### src/rtl/ixc_assign_pkg.sv
// Shared constants and helpers for the registered assign pipeline.
// Imported by the stage slice and by the top level.
package ixc_assign_pkg;

   localparam int IXC_ASSIGN_DEF_W      = 106;
   localparam int IXC_ASSIGN_MAX_STAGES = 8;

   // Smallest counter width that can hold 0..stages, never below one bit.
   function automatic int ixc_assign_cnt_w(input int stages);
      return (stages < 1) ? 1 : $clog2(stages + 1);
   endfunction

endpackage

### src/rtl/ixc_assign_stage.sv
// One W-bit valid/ready register slice with synchronous flush and async reset.
// Ready is combinational from downstream, so a full chain still streams at one word per cycle.
module ixc_assign_stage
   import ixc_assign_pkg::*;
#(
   parameter int W = IXC_ASSIGN_DEF_W
) (
   input  logic         clk,
   input  logic         rst_n,
   input  logic         flush,
   input  logic [W-1:0] in_data,
   input  logic         in_valid,
   output logic         in_ready,
   output logic [W-1:0] out_data,
   output logic         out_valid,
   input  logic         out_ready
);

   logic         valid_q, valid_d;
   logic [W-1:0] data_q, data_d;
   logic         accept;

   assign accept = ~valid_q | out_ready;

   // Data only moves on a real load, so held words stay stable under backpressure and flush.
   always_comb begin
      valid_d = valid_q;
      data_d  = data_q;
      if (flush) begin
         valid_d = 1'b0;
      end else if (accept) begin
         valid_d = in_valid;
         if (in_valid) begin
            data_d = in_data;
         end
      end
   end

   always_ff @(posedge clk or negedge rst_n) begin
      if (!rst_n) begin
         valid_q <= 1'b0;
         data_q  <= '0;
      end else begin
         valid_q <= valid_d;
         data_q  <= data_d;
      end
   end

   assign in_ready  = accept;
   assign out_data  = data_q;
   assign out_valid = valid_q;

endmodule

### src/rtl/ixc_assign_pipe.sv
// Registered replacement for a flat cross-partition assign: STAGES valid/ready slices,
// a per-bit force overlay on L, synchronous flush and an occupancy count.
module ixc_assign_pipe
   import ixc_assign_pkg::*;
#(
   parameter int W      = IXC_ASSIGN_DEF_W,
   parameter int STAGES = 2,
   parameter int CNT_W  = 4
) (
   input  logic             clk,
   input  logic             rst_n,
   input  logic [W-1:0]     R,
   input  logic             R_valid,
   output logic             R_ready,
   output logic [W-1:0]     L,
   output logic             L_valid,
   input  logic             L_ready,
   input  logic             flush,
   input  logic [W-1:0]     force_en,
   input  logic [W-1:0]     force_val,
   output logic [CNT_W-1:0] occ
);

   logic [W-1:0] core_data;

   if (STAGES == 0) begin : g_pass
      assign core_data = R;
      assign L_valid   = R_valid;
      assign R_ready   = L_ready & ~flush;
      assign occ       = '0;
   end else begin : g_pipe
      logic [W-1:0]     d [0:STAGES];
      logic [STAGES:0]  v;
      logic [STAGES:0]  rdy;
      logic [CNT_W-1:0] occ_cnt;

      assign d[0]        = R;
      assign v[0]        = R_valid;
      assign rdy[STAGES] = L_ready;

      for (genvar k = 0; k < STAGES; k++) begin : g_stage
         ixc_assign_stage #(.W(W)) u_stage (
            .clk       (clk),
            .rst_n     (rst_n),
            .flush     (flush),
            .in_data   (d[k]),
            .in_valid  (v[k]),
            .in_ready  (rdy[k]),
            .out_data  (d[k+1]),
            .out_valid (v[k+1]),
            .out_ready (rdy[k+1])
         );
      end

      // Occupancy is derived from the slice valids rather than kept as a separate counter.
      always_comb begin
         occ_cnt = '0;
         for (int k = 1; k <= STAGES; k++) begin
            occ_cnt = occ_cnt + CNT_W'(v[k]);
         end
      end

      assign core_data = d[STAGES];
      assign L_valid   = v[STAGES];
      assign R_ready   = rdy[0] & ~flush;
      assign occ       = occ_cnt;
   end

   assign L = (force_en & force_val) | (~force_en & core_data);

endmodule

### config.mk
export PLATFORM = sky130hd
export DESIGN_NAME = ixc_assign_pipe
export DESIGN_NICKNAME = d
export VERILOG_FILES = /design/src/rtl/ixc_assign_pkg.sv /design/src/rtl/ixc_assign_stage.sv /design/src/rtl/ixc_assign_pipe.sv
export SDC_FILE = /design/constraint.sdc
export NUM_CORES = 1
export LEC_CHECK = 0
export BUFFER_PORTS_ARGS = -buffer_cell sky130_fd_sc_hd__buf_4
export CAP_MARGIN = 20
export CORE_UTILIZATION = 30
export CTS_BUF_LIST = sky130_fd_sc_hd__clkbuf_4 sky130_fd_sc_hd__clkbuf_8
export DETAILED_ROUTE_END_ITERATION = 8
export PLACE_DENSITY = 0.53
export SKIP_CTS_REPAIR_TIMING = 1
export SYNTH_ARGS = -nofsm -noshare
export SYNTH_HDL_FRONTEND = slang
export SYNTH_SLANG_ARGS = --single-unit
### constraint.sdc
create_clock -name clk -period 5.1 [get_ports clk]
set_input_delay 0.255 -clock clk [delete_from_list [all_inputs] [get_ports clk]]
set_output_delay 0.255 -clock clk [all_outputs]
set_load 0.02 [all_outputs]
== Word-level counts from Yosys, hierarchy flattened ==
Cells that the tools add are included.
W data, S select, Z words.

* Register bits after elaboration: 214
* Input bits: 323
* Output and inout port bits: 112
* Logic and storage cells: 23

* Add/sub/neg operators: 1
* Mux-type cells: 4
* Bitwise operators: 10
* Reductions and logical operators: 4

{| class="wikitable"
|+ Operators with widths
! kind !! count
|-
| $and A106 B106 Y106 || 2
|-
| $not A106 Y106 || 1
|-
| $or A106 B106 Y106 || 1
|-
| $reduce_and A3 Y1 || 2
|-
| $mux W1 || 4
|-
| $reduce_bool A2 Y1 || 2
|-
| $not A1 Y1 || 3
|-
| $add A1 B1 Y2 || 1
|-
| $or A1 B1 Y1 || 2
|-
| $and A1 B1 Y1 || 1
|}

== Longest topological paths before layout ==
* Word-level depth: 5
* Mapped depth: 5
* Gate-level depth less buffers: 3

== By module ==
Synthesis repeated with hierarchy kept, for this count alone.

* Cell total of the unflattened synthesis: 569
* Area total of the unflattened synthesis: 9614.2 um^2

{| class="wikitable"
|+ Modules (own cells, without submodules)
! module !! instances !! cells an instance !! area each (um^2) !! seq. area each (um^2)
|-
| ixc_assign_stage || 2 || 229 || 3992.6 || 2677.6
|-
| ixc_assign_pipe || 1 || 111 || 1629.1 || 0.0
|}

== Least setup slack after synthesis ==
OpenSTA, ideal clock, no wires.

* Kind: register to register
* Start point: register g_pipe.g_stage[1].u_stage.valid_q
* End point: register g_pipe.g_stage[0].u_stage.data_q[100]
* Library setup time: 0.128 ns
* Data arrival time: 1.708 ns
* Path slack: 3.265 ns
* Stages on the path, launching flop included: 6
* Cells stage by stage: dfrtp_1 > and3b_1 > nor3b_2 > buf_2 > buf_4 > mux2_1

* Word-level cells in the longest chain between the ends: 4

{| class="wikitable"
|+ RTL lines
! what !! RTL line !! source
|-
| from (decl) || ixc_assign_stage.sv:19 || <nowiki>logic valid_q, valid_d;</nowiki>
|-
| from (signal assigned) || ixc_assign_stage.sv:44 || <nowiki>valid_q <= valid_d;</nowiki>
|-
| $not A1 Y1 || ixc_assign_stage.sv:23 || <nowiki>assign accept = ~valid_q | out_ready;</nowiki>
|-
| $or A1 B1 Y1 (2 in series) || ixc_assign_stage.sv:23 ||
|-
| $reduce_and A3 Y1 (no line) || n/a ||
|-
| to (signal assigned) || ixc_assign_stage.sv:45 || <nowiki>data_q <= data_d;</nowiki>
|-
| to (decl) || ixc_assign_stage.sv:20 || <nowiki>logic [W-1:0] data_q, data_d;</nowiki>
|}

No other way between the ends.
A chain may end at the register's enable or synchronous reset.

== Final worst setup path ==
* Start point: register g_pipe.g_stage[1].u_stage.valid_q
* End point: register g_pipe.g_stage[0].u_stage.data_q[57]

Same word-level chain as after synthesis.

==> out/results.ini <==
[setup_path]
slowest_delay_ns=0.69
cp.required_ns=5.48
path_cells=and3b_1 -> nor3b_4 -> buf_4 -> mux2_2
critPathLaunch=g_pipe.g_stage[1].u_stage.out_valid$_DFFE_PN0P_
path_buf_inv=1
slowest_stage=buf_4
reg2regPathDepth=4
startpoint_type=register
r2r-start=g_pipe.g_stage[1].u_stage.out_valid$_DFFE_PN0P_
r2r-end=g_pipe.g_stage[0].u_stage.out_data[57]$_DFFE_PN0P_
critPathMaxFanout=53
arrival_ns=2.77
end_kind=register
rrSetupSlack_ns=2.71
path_delay_family=simple AND/OR/NAND/NOR gates
crit_type=reg -> reg

[timing]
timing.final.crit_share=0.4681
fin_worst_skew_ns=0.01966
min_period_ns=2.387
finalSetupViolCount=0
hold_violations=1
maxSlewHeadroom=0.4415
drv_slew=0
tightest_slew_ns=0.8378
rsz0062_at_grt=no
setup_tns_ns=0
fmax_mhz=418.9
holdWs_ns=-0.006544

[clock_network]
clock_sinks=214
clk_latency_ns=0.52
cts_buffers=39
clockBufferDepth=3
cts_tree=done
htreeDepth=2
path_clk_slew_ns=0.06
clockRootBuffer=clkbuf_8

[power_and_ir_drop]
p_sw_frac=0.2690
switching_power_mw=1.425
pwr-share-seq=0.435
power_density_nw_per_um2=360.9
p_leak_nw=6.801
p_comb_frac=0.261
ir_worst_vdd_mv=0.1616
intPower_mw=3.873
clockPowerShare=0.304
total_power_mw=5.298

[min_path]
min_path_cells=3
min-delay-start=R_valid
min_path_type=in -> reg
hold_end=g_pipe.g_stage[0].u_stage.out_valid$_DFFE_PN0P_

[grt]
grt_use_met3=0.05469
grt_start_max_net_pins=118
grt_pass1_wl_mm=35.64
grt.total_usage=0.1485
grt_busiest_layer=met2
antenna_found_initial=0
grt_use_met1=0.1752
grt_pass1_vias=6606
gr-total-overflow=0
met2_usage=0.2529

[run_status]
status=finished, violations left
violations=hold timing

[routing]
ant_nets=0
drcViolationCount=0
dr.pass1.iters=4
drt_first_iter_violations=224
detail_route.wl_per_cell_um=15.60
finalWirelength_mm=24.08
via_count=6757
vias_per_cell=4.379

[placed_design]
dpl.hpwl_mm=17.44
placedCellCount=1370
io_buffers=432
gp_congestion=0.7057

[yosys]
yosysSeqAreaShare=0.5855
yosysWarningCount=0
yosys.cell_types.count=11
syn_area_per_cell_um2=16.13
yosys.area.top_type_share=0.5855
synth_area_um2=9146
ys_seq_elements=214
synth_top_cell_by_area=dfrtp_1
yosys-top-cells-area=dfrtp_1 59%, mux2_2 34%, mux2_1 5.3%
syn_inst=567

[cells_and_area]
layout_commonest_cell=buf_4
fin_nets=1453
diodes=0
layout-drive-gt1-share=0.6748
area_delta_synth_final_pct=60.51
final_cell_mix=433 x buf_4, 275 x mux2_2, 214 x dfrtp_1
final_cells=1543
fillers=2741

[floorplanning]
core_area_um2=29800
die_area_um2=31190
die_h_um=176.6
die_w_um=176.6
io_pins=435
initial_core_util=0.3070
num_rows=63

[job]
max_cap_viol_count=0

-- registers in the layout, summed over array words and instances, names as in the netlist --
name / cells
g_pipe.g_stage.u_stage.out_data: 212
g_pipe.g_stage.u_stage.out_valid: 2
-- logic make-up (layout without fill, tap and decap cells) --
logic type	count (synthesis)	count (layout)	synth area share
adders and majority gates	1	1	0.001368
buffers and inverters	24	609	0.01477
DFF	214	214	0.5855
muxes	318	318	0.3915
other	1	2	0.0004100
and+or+nand+nor	9	9	0.006430
-- power groups by stage --
stage	clock (mW)	combinational [mW]	sequential [mW]
after floorplan	0	0.794	2.23
after global routing	1.76	1.48	2.36
final	1.61	1.38	2.31
after CTS	1.68	1.33	2.32
after detailed placement	0	1.33	2.35
after global placement	0	1.31	2.35
-- metal layers --
metal	vias up	share of wire
met4	0	0.016
li1	3179	-
met1	3242	0.40
met3	33	0.083
met5	-	0
met2	303	0.50
-- area by class of cell --
| type | count | area, um^2 | share of cell area |
|---|---|---|---|
| Clock buffer | 64 | 774.5 | 0.05276 |
| Multi-Input combinational cell | 330 | 3672 | 0.2501 |
| Sequential cell | 214 | 5355 | 0.3648 |
| Clock inverter | 1 | 5.005 | 0.0003409 |
| Tap cell | 390 | 488.0 | 0.03324 |
| Timing Repair Buffer | 544 | 4385 | 0.2987 |
-- per-stage QoR --
stage	area (um^2)	utilization	setup slack [ns]
finish	14680	0.4927	2.713
CTS	13600	0.4564	2.660
detailed placement	12820	0.4303	2.671
global placement	12820	0.4303	2.706
floorplan	9150	-	3.265
global route	14680	0.4927	2.500
-- worst reg2reg max path: stages (launching register included) --
cell and delay, ns:
dfrtp_1 0.41, and3b_1 0.25, nor3b_4 0.48, buf_4 0.69, mux2_2 0.44
-- worst max-delay path by stage --
stage	slack [ns]	cells past startpoint	to
floorplan	3.26	5	g_pipe.g_stage[0].u_stage.out_data[100]$_DFFE_PN0P_
global placement	2.71	4	g_pipe.g_stage[0].u_stage.out_data[57]$_DFFE_PN0P_
detailed placement	2.67	4	g_pipe.g_stage[0].u_stage.out_data[51]$_DFFE_PN0P_
CTS	2.66	4	g_pipe.g_stage[0].u_stage.out_data[50]$_DFFE_PN0P_
global route	2.50	4	g_pipe.g_stage[0].u_stage.out_data[53]$_DFFE_PN0P_
finish	2.71	4	g_pipe.g_stage[0].u_stage.out_data[57]$_DFFE_PN0P_
-- Yosys cell counts --
library cell	instances
conb_1	1
buf_4	6
mux2_2	275
nor2_1	5
ha_1	1
nor3b_2	2
nor2b_1	1
mux2_1	43
dfrtp_1	214
buf_2	18
and3b_1	1
Note: power is estimated with default switching activity, not from simulation.
